## src/rtl/mux8_scan_driver.sv

```systemverilog
`timescale 1ns/1ps
// mux8_scan_driver: latches a byte onto the 8:1 mux data lines and walks the
// select across it, one index per HOLD_CYCLES accepted consumer cycles.
module mux8_scan_driver #(
   parameter int HOLD_CYCLES = 1,
   parameter bit LSB_FIRST   = 1'b1
) (
   input  logic       clk,
   input  logic       reset,
   input  logic       in_valid,
   output logic       in_ready,
   input  logic [7:0] in_data,
   input  logic       abort,
   output logic [7:0] data_out,
   output logic [2:0] sel,
   output logic       bit_valid,
   input  logic       bit_ready,
   output logic       ser_bit,
   output logic       bit_last,
   output logic       done
);

   // state | meaning
   // IDLE  | in_ready high; waiting for a word, data_out keeps the last word
   // SCAN  | stepping sel across data_out, paced by bit_ready

   localparam int              CW        = (HOLD_CYCLES > 1) ? $clog2(HOLD_CYCLES) : 1;
   localparam logic [CW-1:0]   HOLD_LAST = CW'(HOLD_CYCLES - 1);
   localparam logic [2:0]      FIRST_IDX = LSB_FIRST ? 3'd0 : 3'd7;
   localparam logic [2:0]      LAST_IDX  = LSB_FIRST ? 3'd7 : 3'd0;

   typedef enum logic {
      IDLE = 1'b0,
      SCAN = 1'b1
   } state_t;

   state_t          state, state_nxt;
   logic [7:0]      data_nxt;
   logic [2:0]      sel_nxt;
   logic [CW-1:0]   hold_cnt, hold_nxt;
   logic            done_nxt;

   always_ff @(posedge clk) begin
      if (reset) begin
         state    <= IDLE;
         data_out <= 8'h00;
         sel      <= 3'b000;
         hold_cnt <= '0;
         done     <= 1'b0;
      end else begin
         state    <= state_nxt;
         data_out <= data_nxt;
         sel      <= sel_nxt;
         hold_cnt <= hold_nxt;
         done     <= done_nxt;
      end
   end

   always_comb begin
      state_nxt = state;
      data_nxt  = data_out;
      sel_nxt   = sel;
      hold_nxt  = hold_cnt;
      done_nxt  = 1'b0;
      case (state)
         IDLE: begin
            // abort in IDLE suppresses the handshake even though in_ready is high
            if (in_valid && !abort) begin
               data_nxt  = in_data;
               sel_nxt   = FIRST_IDX;
               hold_nxt  = '0;
               state_nxt = SCAN;
            end
         end
         SCAN: begin
            if (abort) begin
               state_nxt = IDLE;
               sel_nxt   = 3'd0;
               hold_nxt  = '0;
            end else if (bit_ready) begin
               if (hold_cnt == HOLD_LAST) begin
                  hold_nxt = '0;
                  if (sel == LAST_IDX) begin
                     state_nxt = IDLE;
                     done_nxt  = 1'b1;
                  end else begin
                     sel_nxt = LSB_FIRST ? (sel + 3'd1) : (sel - 3'd1);
                  end
               end else begin
                  hold_nxt = hold_cnt + 1'b1;
               end
            end
         end
         default: state_nxt = IDLE;
      endcase
   end

   assign in_ready  = (state == IDLE);
   assign bit_valid = (state == SCAN);
   assign bit_last  = bit_valid & (sel == LAST_IDX);
   assign ser_bit   = data_out[sel];

endmodule

```

## config.mk

```make
export PLATFORM = sky130hd
export DESIGN_NAME = mux8_scan_driver
export DESIGN_NICKNAME = d
export VERILOG_FILES = /design/src/rtl/mux8_scan_driver.sv
export SDC_FILE = /design/constraint.sdc
export NUM_CORES = 1
export LEC_CHECK = 0
export ABC_AREA = 0
export ABC_CLOCK_PERIOD_IN_PS = 1360
export CAP_MARGIN = 10
export CORE_MARGIN = 3
export CORE_UTILIZATION = 35
export CTS_CLUSTER_SIZE = 24
export DETAILED_ROUTE_END_ITERATION = 16
export GPL_TIMING_DRIVEN = 0
export PLACE_DENSITY = 0.81
export SLEW_MARGIN = 30
export SYNTH_ARGS = -nofsm -noshare
export SYNTH_HDL_FRONTEND = slang
export SYNTH_SLANG_ARGS = --single-unit
```

## constraint.sdc

```tcl
create_clock -name clk -period 1.36 [get_ports clk]
set_input_delay 0.272 -clock clk [delete_from_list [all_inputs] [get_ports clk]]
set_output_delay 0.272 -clock clk [all_outputs]
set_load 0.02 [all_outputs]
```

# == Yosys cells after proc, flatten, opt, wreduce, memory -nomap -nowiden ==
# Index checks and enable logic that the tools add are counted.
# word_totals
ff_bits,14
mem_bits_ro,0
latchBits,0
in_bits,13
ramBits,0
memories,0
# op_classes
reduce_logical,6
bitwise,3
n_lt_le_gt_ge,1
mux,20
n_mul,0
n_addsub,2
shift,0
n_div,0
eq_ne,5
# op_table
op,n
two-way mux 3 bit,5
two-way mux 1 bit,11
inequality test 3 bit (second input constant),3
one-hot mux 3 bit (2 select lines),1
OR reduction 5 bit,1
< comparator 3 x 4 -> 1 bit (second input constant),1
one-hot mux 1 bit (2 select lines),2
AND reduction 2 bit,2
AND reduction 4 bit,1
adder 3 x 1 -> 3 bit (second input constant),1
binary-select mux 1 bit (select 3 bit),1
== test 3 bit (second input constant),1
inequality test 2 x 1 -> 1 bit (second input constant),1
NOT 1 bit,2
adder 1 bit (second input constant),1
AND 1 bit,1
logical AND 1 bit,1
zero test 1 bit,1

# == Depth between registers and ports, before layout ==
# Gate-level depths: netlist of the first run.
# logic_depth
word_depth,6
ltp_mapped,5
depth_no_buf,5

# == Worst setup path after synthesis of the first run ==
# Ideal clock, no wire load.
# synth_path
path_kind,flip-flop to output port
startpoint,reg sel[1]
endpoint,out ser_bit
path_stages_with_launch,3
t_arrival_ns,1.382
n_path_buf,0
slack_ns,-0.294
cell_sequence,dfxtp_1 -> mux4_1 -> mux2_2
# synth_via
elab_chain_len,2
# synth_rtl
item,line_no,rtl
from (decl),15,"output logic [2:0] sel,"
from (signal assigned),53,sel <= sel_nxt;
binary-select mux 1 bit (select 3 bit),101,assign ser_bit = data_out[sel];
two-way mux 1 bit (not written as such),101,
to (decl),18,"output logic ser_bit,"
# Every way passes these cells. The select of a mux whose other input is x is not followed.

# == Worst setup path after layout of the first run ==
# Ends and elaborated chain as after synthesis.

==> run_results.csv, run 1 <==
group,metric,value,unit
outcome,status,"finished, violations left",
outcome,failed_checks,"setup timing",
worst_hold_path,min_from,"data_out[6]",
route,vias,569,
run,cap_violations,0,
clock_network,ctsLongestPathBuffers,2,
floorplanning,die_y,48.5,um
worst_setup_path,slowest_delay,500,ps
place,dp_hpwl,1080,um
global_route,grt_pass1_vias,564,
worst_setup_path,required,1090,ps
timing,hold_violations,0,
floorplanning,dieArea,2360,um2
power,powerDensity,739,nW/um2
clock_network,cts_root_buffer,"clkbuf_4",
floorplanning,start_util,39.7,%
floorplanning,num_io_pins,29,
synth,syn_inst,59,
power,p_sw,208,uW
finish,nets,114,
timing,rsz0062_at_grt,"true",
synth,synth-seq-area-share,41.1,%
finish,area_growth_syn_to_layout,70.0,%
timing,finalCritPeriodShare,134,%
global_route,grt_start_max_net_pins,11,
timing,skew,2.78,ps
clock_network,tritoncts,"built",
finish,diodes,0,
clock_network,clk_latency,270,ps
synth,ys_warn_count,0,
route,drc_errors,0,
route,drt-initial-drc-count,5,
worst_setup_path,worstPathMaxFanout,3,
power,seqPwrFrac,50.5,%
finish,layout_commonest_cell,"clkdlybuf4s50_1",
finish,finalInstanceArea,1080,um2
worst_setup_path,crit_slowest_cell,"mux4_2",
power,p_comb_share,19.4,%
synth,syn_area,633,um2
route,drtPass1Iterations,3,
worst_setup_path,startpoint,"sel[1]",
place,io_buffers,28,
worst_setup_path,r2r-start,"sel[1]",
route,wl_per_cell,13.1,um
synth,ys_types,20,
timing,setup_viol,7,
global_route,grt-ovfl-total,0,
timing,timing.final.crit_period,1830,ps
power,internal_power,587,uW
clock_network,ctsHoldBuffers,0,
place,place_congestion,0.723,
synth,avgSynthCellArea,10.7,um2
route,viasPerCell,4.70,
clock_network,clock_sinks,13,
worst_setup_path,end_kind,"output pin",
worst_setup_path,crit_chain,"mux4_2 -> mux2_4 -> buf_6",
clock_network,cts.clk_slew.worst_paths,80,ps
floorplanning,die_x,48.5,um
floorplanning,core.rowCount,14,
synth,synth_nets,75,
worst_hold_path,hold_class,"register to register",
power,sw_frac_of_total,26.2,%
worst_setup_path,cp.arrival,1560,ps
synth,ys_ff_latch,13,
timing,maxSlewHeadroom,69.5,%
finish,final_util,67.5,%
global_route,antenna_found_initial,0,
route,drt_wl_total,1590,um
worst_setup_path,criticalPathCategory,"register to output pin",
timing,max_clock_freq,547,MHz
worst_setup_path,start_kind,"register",
floorplanning,coreArea,1590,um2
power,total_leakage_power,0.482,nW
timing,drv_slew,0,
power,vdd_ir_drop_max,0.000698,V
clock_network,cts.htree.levels,1,
finish,drive_above_1_share,29.9,%
power,total_power,795,uW
clock_network,cts_buffers,3,
timing,fin_ws,-468,ps
finish,final_cell_mix,"clkdlybuf4s50_1, mux2i_1, dlygate4sd2_1",
global_route,grt_pass1_wl,2520,um
place,dpl_cell_area,948,um2
global_route,groute.usage.overall,13.4,%
route,ant_nets,0,
power,power_frac_clock,30.0,%
timing,max_slew.worst_pin.slew,458,ps
==> per-stage QoR <==
step                      hold slack (ps)  TNS (ps)  worst slack, ps  instances
after CTS                             531     -1070             -465        119
after global placement                495     -3330             -580        111
final                                 526     -1360             -468        121
after floorplan                       351      -122             -102         59
after detailed placement              507     -3590             -578        111
after global routing                  558     -1700             -516        121
==> cell usage after synthesis <==
master    number  area share (%)
dfxtp_1       13              41
mux2i_1       10              16
nor2_1         8             4.7
nor2b_1        4             4.0
ha_1           3             5.9
nor3_1         3             2.4
mux2_2         2             3.6
mux4_1         2             8.3
nand2b_1       2             2.0
nand3b_1       2             2.4
and2_1         1            0.99
buf_4          1             1.2
clkbuf_1       1            0.59
inv_1          1            0.59
nand2_1        1            0.59
nand3_1        1            0.79
nor3b_1        1             1.2
o21ai_0        1            0.79
o22ai_2        1             2.0
or2b_1         1             1.2
==> worst paths after layout <==
path	to	slack (ps)	cells after the start
setup / recovery	ser_bit	-470	3
hold / removal	data_out[6]	530	2
setup reg to reg	sel[0]	-160	7
hold reg to reg	data_out[6]	530	2
==> cell type report <==
class / count / area, um2
clock inverters: 1 / 5.00
inverters: 1 / 3.75
fillers: 137 / 518
clock buffers: 3 / 22.5
plain buffers: 2 / 11.3
well taps: 24 / 30.0
flip-flops and latches: 13 / 273
repair buffers: 34 / 327
multi-input cells: 43 / 404
==> state kept, by name (all words and copies together) (netlist names) <==
| register | cells |
|---|---|
| done | 1 |
| data_out | 8 |
| sel | 3 |
| bit_valid | 1 |
==> metal layers <==
| layer | global-route usage, % | vias up | part of all wire [%] |
|---|---|---|---|
| met4 | 4.27 | 0 | 0.44 |
| li1 | - | 283 | - |
| met3 | 3.37 | 2 | 4.7 |
| met2 | 23.9 | 17 | 51 |
| met1 | 15.8 | 267 | 44 |
| met5 | 0 | - | 0 |
==> worst max-delay path, delay by kind of cell, from the launching register on <==
family / cells / cell delay (ps)
flip-flops: 1 / 380
multiplexers: 2 / 780
buffers and inverters: 1 / 130
==> power groups by stage <==
stage	Combinational, mW	Clock, mW	Sequential (mW)
2_1_floorplan	0.0565	0	0.425
3_3_place_gp	0.149	0	0.411
3_5_place_dp	0.150	0	0.411
4_1_cts	0.148	0.244	0.403
5_1_grt	0.165	0.266	0.405
6_report	0.154	0.239	0.402
==> kinds of logic after synthesis <==
kind of cell,after synthesis,share of synthesized area (%)
and+or+nand+nor,24,20.2
muxes,14,27.7
DFF,13,41.1
buffers and inverters,3,2.37
adders and majority gates,3,5.93
AOI/OAI and AO/OA,2,2.77
==> what timing repair did <==
action                                  in CTS  in global routing
pin swaps                                    1                  2
cloned                                       0                  0
endpoints found under the setup margin      17                 11
buffers inserted                             4                  2
gates resized for setup                     33                 14
Power figures use the tool's default switching activity.
==> run 2, diff against run 1 <==
TNS_END_PERCENT = 30   (was unset)
==> run 2 against run 1 <==
  * The run still ends with setup timing left
  * Clock power is essentially flat
  * Sequential power is essentially flat
  * Cell count shrank 1.7%
  * Total power shrank 0.27%
  * Setup slack gained 18 ps
  * Utilization shrank 2.9 points
  * Via count shrank 3.0%
  * Die area is the same
  * Final area shrank 4.3%
  * Critical path type unchanged
  * Highest routed layer is now met3
==> run_results.csv, run 2 (synthesized netlist as in run 1, its figures left out) <==
group,metric,value,unit
outcome,status,"finished, violations left",
outcome,failed_checks,"setup timing",
worst_setup_path,criticalPathCategory,"register to output pin",
clock_network,clock_sinks,13,
place,place_congestion,0.723,
clock_network,cts.htree.levels,1,
timing,skew,4.68,ps
worst_setup_path,startpoint,"sel[1]",
floorplanning,core.rowCount,14,
power,vdd_ir_drop_max,0.000616,V
worst_setup_path,required,1090,ps
floorplanning,die_y,48.5,um
route,drc_errors,0,
floorplanning,num_io_pins,29,
worst_hold_path,holdPathEnd,"bit_valid",
floorplanning,dieArea,2360,um2
route,viasPerCell,4.64,
worst_setup_path,r2r-start,"sel[1]",
worst_setup_path,cp.arrival,1540,ps
worst_hold_path,min_from,"abort",
clock_network,tritoncts,"built",
finish,largest_register,"data_out",
timing,timing.final.crit_period,1810,ps
floorplanning,die_x,48.5,um
finish,final_cell_mix,"clkdlybuf4s50_1, mux2i_1, dfxtp_1, dlygate4sd2_1, nor2_1",
clock_network,ctsLongestPathBuffers,2,
clock_network,cts_root_buffer,"clkbuf_4",
timing,drv_slew,0,
route,wl_met3,107,um
timing,max_slew.worst_pin.slew,424,ps
route,vias,552,
finish,diodes,0,
worst_setup_path,r2r_cells,6,
route,drtPass1Iterations,2,
route,highest_layer,"met3",
global_route,grt_start_max_net_pins,11,
route,drt_wl_total,1520,um
finish,largest_reg_flops,8,
global_route,grt_pass1_wl,2440,um
power,powerDensity,770,nW/um2
finish,nets,112,
worst_setup_path,r2r_end,"sel[0]",
timing,rsz0062_at_grt,"true",
worst_setup_path,start_kind,"register",
timing,maxSlewHeadroom,71.8,%
finish,area_growth_syn_to_layout,62.6,%
timing,finalCritPeriodShare,133,%
timing,fin_ws,-451,ps
route,wl_per_cell,12.8,um
finish,fillers,136,
global_route,grt_pass1_vias,540,
floorplanning,coreArea,1590,um2
place,dp_slack,-585,ps
global_route,groute.usage.overall,13.0,%
route,ant_nets,0,
finish,final_util,64.6,%
place,io_buffers,28,
worst_setup_path,end_kind,"output pin",
route,wl_met1,631,um
finish,drive_above_1_share,27.4,%
run,cap_violations,0,
global_route,grt-ovfl-total,0,
place,dp_hpwl,1080,um
route,wl_met2,781,um
timing,setup_viol,6,
route,drt-initial-drc-count,1,
finish,top_regs,"data_out: 8 flops, sel: 3 flops",
worst_setup_path,worstPathMaxFanout,3,
worst_setup_path,r2r_slack,-100,ps
global_route,antenna_found_initial,0,
finish,layout_commonest_cell,"clkdlybuf4s50_1",
worst_hold_path,whs_path_depth,2,
timing,max_clock_freq,552,MHz
power,total_leakage_power,0.462,nW
worst_hold_path,hold_class,"input pin to register",
clock_network,cts_buffers,3,
clock_network,clk_latency,270,ps
floorplanning,start_util,39.7,%
clock_network,cts.clk_slew.worst_paths,80,ps
timing,hold_violations,0,
-- run 2: worst max path at each step --
stage	cells past startpoint	slack (ps)	endpoint
floorplan	2	-100	ser_bit
global placement	3	-580	ser_bit
detailed placement	3	-590	ser_bit
CTS	3	-470	ser_bit
global route	3	-510	ser_bit
finish	3	-450	ser_bit
-- run 2: area by class of cell --
type | count | area (um2) | area share, %
multi-input combinational | 43 | 380 | 36.9
clock buffer | 4 | 26.3 | 2.55
timing repair buffer | 32 | 304 | 29.5
inverter | 1 | 3.75 | 0.365
sequential | 13 | 270 | 26.2
tap | 24 | 30.0 | 2.92
buffer | 2 | 15.0 | 1.46
-- run 2: where the power goes --
group | switching [mW] | internal, mW | leakage, nW
Sequential | 0.0124 | 0.391 | 0.108
Clock | 0.123 | 0.114 | 0.0150
Combinational | 0.0648 | 0.0877 | 0.338
-- run 2: worst max-delay path: stages (launching register included) --
cell and delay (ps):
dfxtp_4 370, mux4_2 490, mux2_4 280, buf_6 130
-- run 2: metrics by stage --
stage / instance area (um2) / total power, mW / TNS [ps] / hold WS [ps] / std cells
finish: 1030 / 0.793 / -1140 / 291 / 119
global route: 1030 / 0.842 / -1610 / 307 / 119
CTS: 991 / 0.793 / -1270 / 536 / 117
detailed placement: 945 / 0.564 / -3860 / 517 / 111
global placement: 945 / 0.561 / -3260 / 500 / 111
floorplan: 634 / 0.484 / -153 / 351 / 59
-- run 2: timing repair --
| item | 4_1_cts | 5_1_grt |
|---|---|---|
| pin swaps | 0 | 2 |
| gates resized for setup | 35 | 8 |
| setup endpoints to repair | 17 | 17 |
| hold buffers | 0 | 0 |
| buffers inserted | 2 | 2 |
-- run 2: metal layers --
metal	GRT usage, %	vias up
li1	-	279
met4	2.84	0
met5	0	-
met3	4.91	0
met2	22.2	19
met1	15.4	254
